## src/rtl/pwm_bus_arbiter.sv

```systemverilog
// Round-robin arbiter between the I2C bridge (port A) and the duty-update
// engine (port B) in front of the PWM register file. It runs one transaction
// at a time, reads with a fixed latency, and returns a one-cycle ack to the
// port that won the bus.
module pwm_bus_arbiter #(
  parameter int WIDTH  = 16,
  parameter int AW     = 8,
  parameter int RD_LAT = 1
) (
  input  logic             clk_psc_i,
  input  logic             rst_n_i,
  input  logic             a_req_i,
  input  logic             a_wr_i,
  input  logic [AW-1:0]    a_addr_i,
  input  logic [WIDTH-1:0] a_wdata_i,
  output logic             a_ack_o,
  output logic [WIDTH-1:0] a_rdata_o,
  input  logic             b_req_i,
  input  logic             b_wr_i,
  input  logic [AW-1:0]    b_addr_i,
  input  logic [WIDTH-1:0] b_wdata_i,
  output logic             b_ack_o,
  output logic [WIDTH-1:0] b_rdata_o,
  output logic             wr_en_o,
  output logic             rd_en_o,
  output logic [AW-1:0]    addr_o,
  output logic [WIDTH-1:0] wdata_o,
  input  logic [WIDTH-1:0] rdata_i,
  output logic [1:0]       gnt_o,
  output logic             busy_o
);

  typedef enum logic [1:0] {
    ST_IDLE  = 2'd0,
    ST_ISSUE = 2'd1,
    ST_WAIT  = 2'd2,
    ST_ACK   = 2'd3
  } state_e;

  state_e           state_q;
  logic             wr_q;
  logic             last_b_q;   // 1 when B owned the previous transaction
  logic [2:0]       cnt_q;
  logic [1:0]       gnt_q;
  logic             busy_q;
  logic             wr_en_q;
  logic             rd_en_q;
  logic [AW-1:0]    addr_q;
  logic [WIDTH-1:0] wdata_q;
  logic             a_ack_q;
  logic             b_ack_q;
  logic [WIDTH-1:0] a_rdata_q;
  logic [WIDTH-1:0] b_rdata_q;

  logic             pick_b_d;
  logic             sel_wr_d;
  logic [AW-1:0]    sel_addr_d;
  logic [WIDTH-1:0] sel_wdata_d;

  // Winner selection: a lone requester wins, a tie goes to the port not served last.
  always_comb begin
    pick_b_d    = 1'b0;
    sel_wr_d    = a_wr_i;
    sel_addr_d  = a_addr_i;
    sel_wdata_d = a_wdata_i;
    if (a_req_i && b_req_i) begin
      pick_b_d = ~last_b_q;
    end else if (b_req_i) begin
      pick_b_d = 1'b1;
    end else begin
      pick_b_d = 1'b0;
    end
    if (pick_b_d) begin
      sel_wr_d    = b_wr_i;
      sel_addr_d  = b_addr_i;
      sel_wdata_d = b_wdata_i;
    end else begin
      sel_wr_d    = a_wr_i;
      sel_addr_d  = a_addr_i;
      sel_wdata_d = a_wdata_i;
    end
  end

  // Transaction sequencer with all bus and port outputs registered.
  always_ff @(posedge clk_psc_i or negedge rst_n_i) begin
    if (!rst_n_i) begin
      state_q   <= ST_IDLE;
      wr_q      <= 1'b0;
      last_b_q  <= 1'b1;
      cnt_q     <= 3'd0;
      gnt_q     <= 2'b00;
      busy_q    <= 1'b0;
      wr_en_q   <= 1'b0;
      rd_en_q   <= 1'b0;
      addr_q    <= '0;
      wdata_q   <= '0;
      a_ack_q   <= 1'b0;
      b_ack_q   <= 1'b0;
      a_rdata_q <= '0;
      b_rdata_q <= '0;
    end else begin
      case (state_q)
        ST_IDLE: begin
          if (a_req_i || b_req_i) begin
            gnt_q   <= pick_b_d ? 2'b10 : 2'b01;
            wr_q    <= sel_wr_d;
            addr_q  <= sel_addr_d;
            wdata_q <= sel_wdata_d;
            wr_en_q <= sel_wr_d;
            rd_en_q <= ~sel_wr_d;
            busy_q  <= 1'b1;
            state_q <= ST_ISSUE;
          end else begin
            state_q <= ST_IDLE;
          end
        end
        ST_ISSUE: begin
          wr_en_q <= 1'b0;
          rd_en_q <= 1'b0;
          if (wr_q) begin
            a_ack_q <= gnt_q[0];
            b_ack_q <= gnt_q[1];
            state_q <= ST_ACK;
          end else begin
            cnt_q   <= 3'(RD_LAT);
            state_q <= ST_WAIT;
          end
        end
        ST_WAIT: begin
          // The last wait cycle is the one where the register file data is valid.
          if (cnt_q <= 3'd1) begin
            if (gnt_q[1]) begin
              b_rdata_q <= rdata_i;
            end else begin
              a_rdata_q <= rdata_i;
            end
            a_ack_q <= gnt_q[0];
            b_ack_q <= gnt_q[1];
            cnt_q   <= 3'd0;
            state_q <= ST_ACK;
          end else begin
            cnt_q <= cnt_q - 3'd1;
          end
        end
        ST_ACK: begin
          a_ack_q  <= 1'b0;
          b_ack_q  <= 1'b0;
          last_b_q <= gnt_q[1];
          gnt_q    <= 2'b00;
          busy_q   <= 1'b0;
          state_q  <= ST_IDLE;
        end
        default: begin
          wr_en_q <= 1'b0;
          rd_en_q <= 1'b0;
          a_ack_q <= 1'b0;
          b_ack_q <= 1'b0;
          gnt_q   <= 2'b00;
          busy_q  <= 1'b0;
          state_q <= ST_IDLE;
        end
      endcase
    end
  end

  assign a_ack_o   = a_ack_q;
  assign b_ack_o   = b_ack_q;
  assign a_rdata_o = a_rdata_q;
  assign b_rdata_o = b_rdata_q;
  assign wr_en_o   = wr_en_q;
  assign rd_en_o   = rd_en_q;
  assign addr_o    = addr_q;
  assign wdata_o   = wdata_q;
  assign gnt_o     = gnt_q;
  assign busy_o    = busy_q;

endmodule

```

## config.mk

```make
export PLATFORM = sky130hd
export DESIGN_NAME = pwm_bus_arbiter
export DESIGN_NICKNAME = d
export VERILOG_FILES = /design/src/rtl/pwm_bus_arbiter.sv
export SDC_FILE = /design/constraint.sdc
export NUM_CORES = 1
export LEC_CHECK = 0
export ABC_CLOCK_PERIOD_IN_PS = 1700
export CORE_UTILIZATION = 39
export DETAILED_ROUTE_END_ITERATION = 16
export GPL_TIMING_DRIVEN = 0
export HOLD_SLACK_MARGIN = 0.15
export MAX_ROUTING_LAYER = met4
export PLACE_DENSITY_LB_ADDON = 0.12
export SYNTH_ARGS = -nofsm -noshare
export SYNTH_HDL_FRONTEND = slang
export SYNTH_SLANG_ARGS = --single-unit
export TNS_END_PERCENT = 50
```

## constraint.sdc

```tcl
create_clock -name clk_psc_i -period 1.7 [get_ports clk_psc_i]
set_input_delay 0.51 -clock clk_psc_i [delete_from_list [all_inputs] [get_ports clk_psc_i]]
set_output_delay 0.51 -clock clk_psc_i [all_outputs]
set_load 0.02 [all_outputs]
```

==> impl_metrics.ini <==
[outcome]
outcome = finished with violations
violated_checks = setup timing

[cells_and_area]
drive_gt1_frac = 0.230
fillerInstances = 665
multiInputGateArea_um2 = 1390
syn_to_final_growth_pct = 57.0
register_area_um2 = 1760
fin_util = 0.639
most-common-layout-cells = sky130_fd_sc_hd__dfrtp_1, sky130_fd_sc_hd__clkdlybuf4s50_1, sky130_fd_sc_hd__dlygate4sd2_1
num_antenna_cells = 0
final_design_area_no_fill_um2 = 4960
post_layout_nonfiller_instances = 506
final_net_count = 476

[setup_path]
worst-r2r-cell-count = 7
regToRegEndpoint = a_rdata_o[12]
timing.critical_path.required_ns = 1.93
reg2reg_setup_slack_ns = -0.02
start_kind = flop
endpoint_kind = flop
cp_cell_sequence = inv_2, ha_4, inv_4, nor4_4, buf_6, clkbuf_16, mux2_4
cp_slowest_cell = sky130_fd_sc_hd__dfrtp_1
critPathMaxFanout = 5
cp_slowest_stage_delay_ns = 0.42
cp_data_arrival_time_ns = 1.94
endpoint_of_the_worst_setup_timing_path = a_rdata_o[12]
timing_worst_setup_path_type = flop to flop
timing.critical_path.from = state_q[0]
r2r-start = state_q[0]

[clock_network]
worst_setup_hold_path_clk_slew_ns = 0.07
clk-insertion-delay-late_ns = 0.34
clock_tree.htree_level_count = 3
clock_sink_count = 70
ctsRootBufferMaster = sky130_fd_sc_hd__clkbuf_8
max-clock-path-buffers = 2
cts_tree = done
tritoncts.num_buffers = 9

[global_routing]
grt_first_pass_wirelength_mm = 11.8
pin_count_of_the_biggest_net_entering_global_routing = 71
track_usage = 0.187
initial_antenna_violation_count = 0
first_global_vias = 2339
grt_remaining_overflow = 0

[floorplanning]
core_area_um2 = 7770
die_area_um2 = 8470
floorplan.rows = 32
die_width_um = 92.0
start_util = 0.407
pin_count = 133
chipHeight_um = 92.0

[timing]
setup_viol = 12
tns_ns = -0.0979
max_slew.worst_pin.slew_ns = 0.866
report.final.slew_viol_count = 0
max_clock_freq_ghz = 0.583
finalCriticalPeriod_ns = 1.72
finalHoldViolations = 0
layout_worst_path_cycle_share = 1.01
worst_clock_skew_ns = 0.00965
grt_setup_unrepaired = yes
worst_slack_ns = -0.0157
relSlewSlack = 0.423

[route]
drc = 0
avgRoutedWirePerCell_um = 14.7
route.antenna.remaining_nets = 0
via_per_inst = 4.80
initialDrtViolationCount = 93
first_pass_iters = 4
routed_wl_mm = 7.46
routed-via-count = 2430

[synth]
synth_area_um2 = 3160
synth.net_count = 323
synth_seq_cells = 70
yosys_warnings = 0
post_synth_num_cell_types = 33
syn_avg_cell_area_um2 = 12.9
syn-instance-count = 246
yosysSeqAreaShare = 0.554

[pwr]
vdd.ir_drop.worst_mv = 0.794
power.static_leakage_nw = 2.35
powerDensity_nw_per_um2 = 1850

[hold_path]
min-delay-path-class = input pin to asynchronous set/reset pin

[place]
gpl.final_weighted_congestion = 0.745
placed_cells_incl_taps = 480
dpl_worst_slack_ns = -0.579
detailed_place.area_um2 = 4620
port_buffers = 132
hpwl_mm = 5.35

[run]
max-cap-violations = 0
Yosys cell counts, drive strengths merged:
library cell	count	share of area
dfrtp	69	0.55
mux2	38	0.16
o21ai	33	0.052
nand2	27	0.032
mux2i	26	0.082
buf	9	0.023
ha	7	0.028
inv	7	0.0083
nor2b	5	0.0099
nor2	4	0.0047
clkbuf	3	0.0036
a21oi	2	0.0032
o211ai	2	0.0047
o22ai	2	0.0040
a21bo	1	0.0032
a21boi	1	0.0024
a2bb2oi	1	0.0028
and3	1	0.0020
dfstp	1	0.0083
nand3	1	0.0016
nand4b	1	0.0028
nor3	1	0.0016
nor4	1	0.0067
o21a	1	0.0024
o2bb2ai	1	0.0028
o31ai	1	0.0024
layout make-up:
type	instances	share of cell area
buffer	12	0.0239
clock buffer	10	0.0277
clock inverter	6	0.0123
inverter	7	0.00580
multi-input combinational	157	0.279
sequential	70	0.354
tap	102	0.0257
timing repair buffer	142	0.271
what timing repair did:
item,4_1_cts,5_1_grt
pin swaps,1,3
hold buffers,0,0
cloned,0,1
buffers inserted,5,4
endpoints found under the setup margin,111,57
resized for setup,78,27
endpoints found under the hold margin,0,0
how the worst min path moves through the flow:
stage                           from            to  slack, ns  cells after the start
after global routing         rst_n_i  b_rdata_o[4]       0.33                      1
after CTS                    rst_n_i  a_rdata_o[4]       0.31                      1
final                        rst_n_i  b_rdata_o[4]       0.27                      1
after floorplan              rst_n_i       a_ack_o       0.21                      0
after global placement    wdata_o[0]    wdata_o[0]       0.46                      2
after detailed placement   addr_o[7]     addr_o[7]       0.47                      2
critical path: cells and delay by family (launching register included):
| kind | cells | cell delay, ns |
|---|---|---|
| mux | 1 | 0.29 |
| fa+ha+maj | 1 | 0.16 |
| simple gates | 1 | 0.27 |
| flops | 1 | 0.42 |
| buf+inv | 4 | 0.46 |
layer usage:
metal | wire (um) | global-route usage | up-vias | part of all wire
li1 | - | - | 1171 | -
met1 | 3200 | 0.229 | 1170 | 0.43
met2 | 3730 | 0.300 | 81 | 0.50
met3 | 446 | 0.0647 | 8 | 0.060
met4 | 82 | 0.0430 | 0 | 0.011
met5 | 0 | - | - | 0
power breakdown:
part	total (mW)	leakage, nW	switching (mW)	internal, mW
Sequential	2.93	0.845	0.439	2.50
Combinational	4.90	1.40	2.46	2.44
Clock	1.33	0.102	0.616	0.712
Total	9.17	2.35	3.51	5.65
metrics by stage:
step	hold slack (ns)	power, mW
after floorplan	0.214	5.80
after global routing	0.328	9.78
final	0.267	9.17
after global placement	0.461	7.90
after detailed placement	0.469	7.99
after CTS	0.314	8.90
cell families after synthesis:
logic type / Yosys count / share of synthesized area
adder cells (fa/ha/maj): 7 / 0.0277
buffers and inverters: 19 / 0.0352
flip-flops: 70 / 0.554
multiplexers: 64 / 0.241
AO/OA/AOI/OAI: 45 / 0.0799
AND/OR/NAND/NOR: 41 / 0.0613
registers in the layout, indices dropped and copies added (netlist names):
signal     cells
a_ack_o        1
a_rdata_o     16
addr_o         8
b_ack_o        1
b_rdata_o     16
busy_o         1
cnt_q          3
gnt_o          2
last_b_q       1
rd_en_o        1
state_q        2
wdata_o       16
wr_en_o        1
wr_q           1
Note: power is estimated with default switching activity, not from simulation.
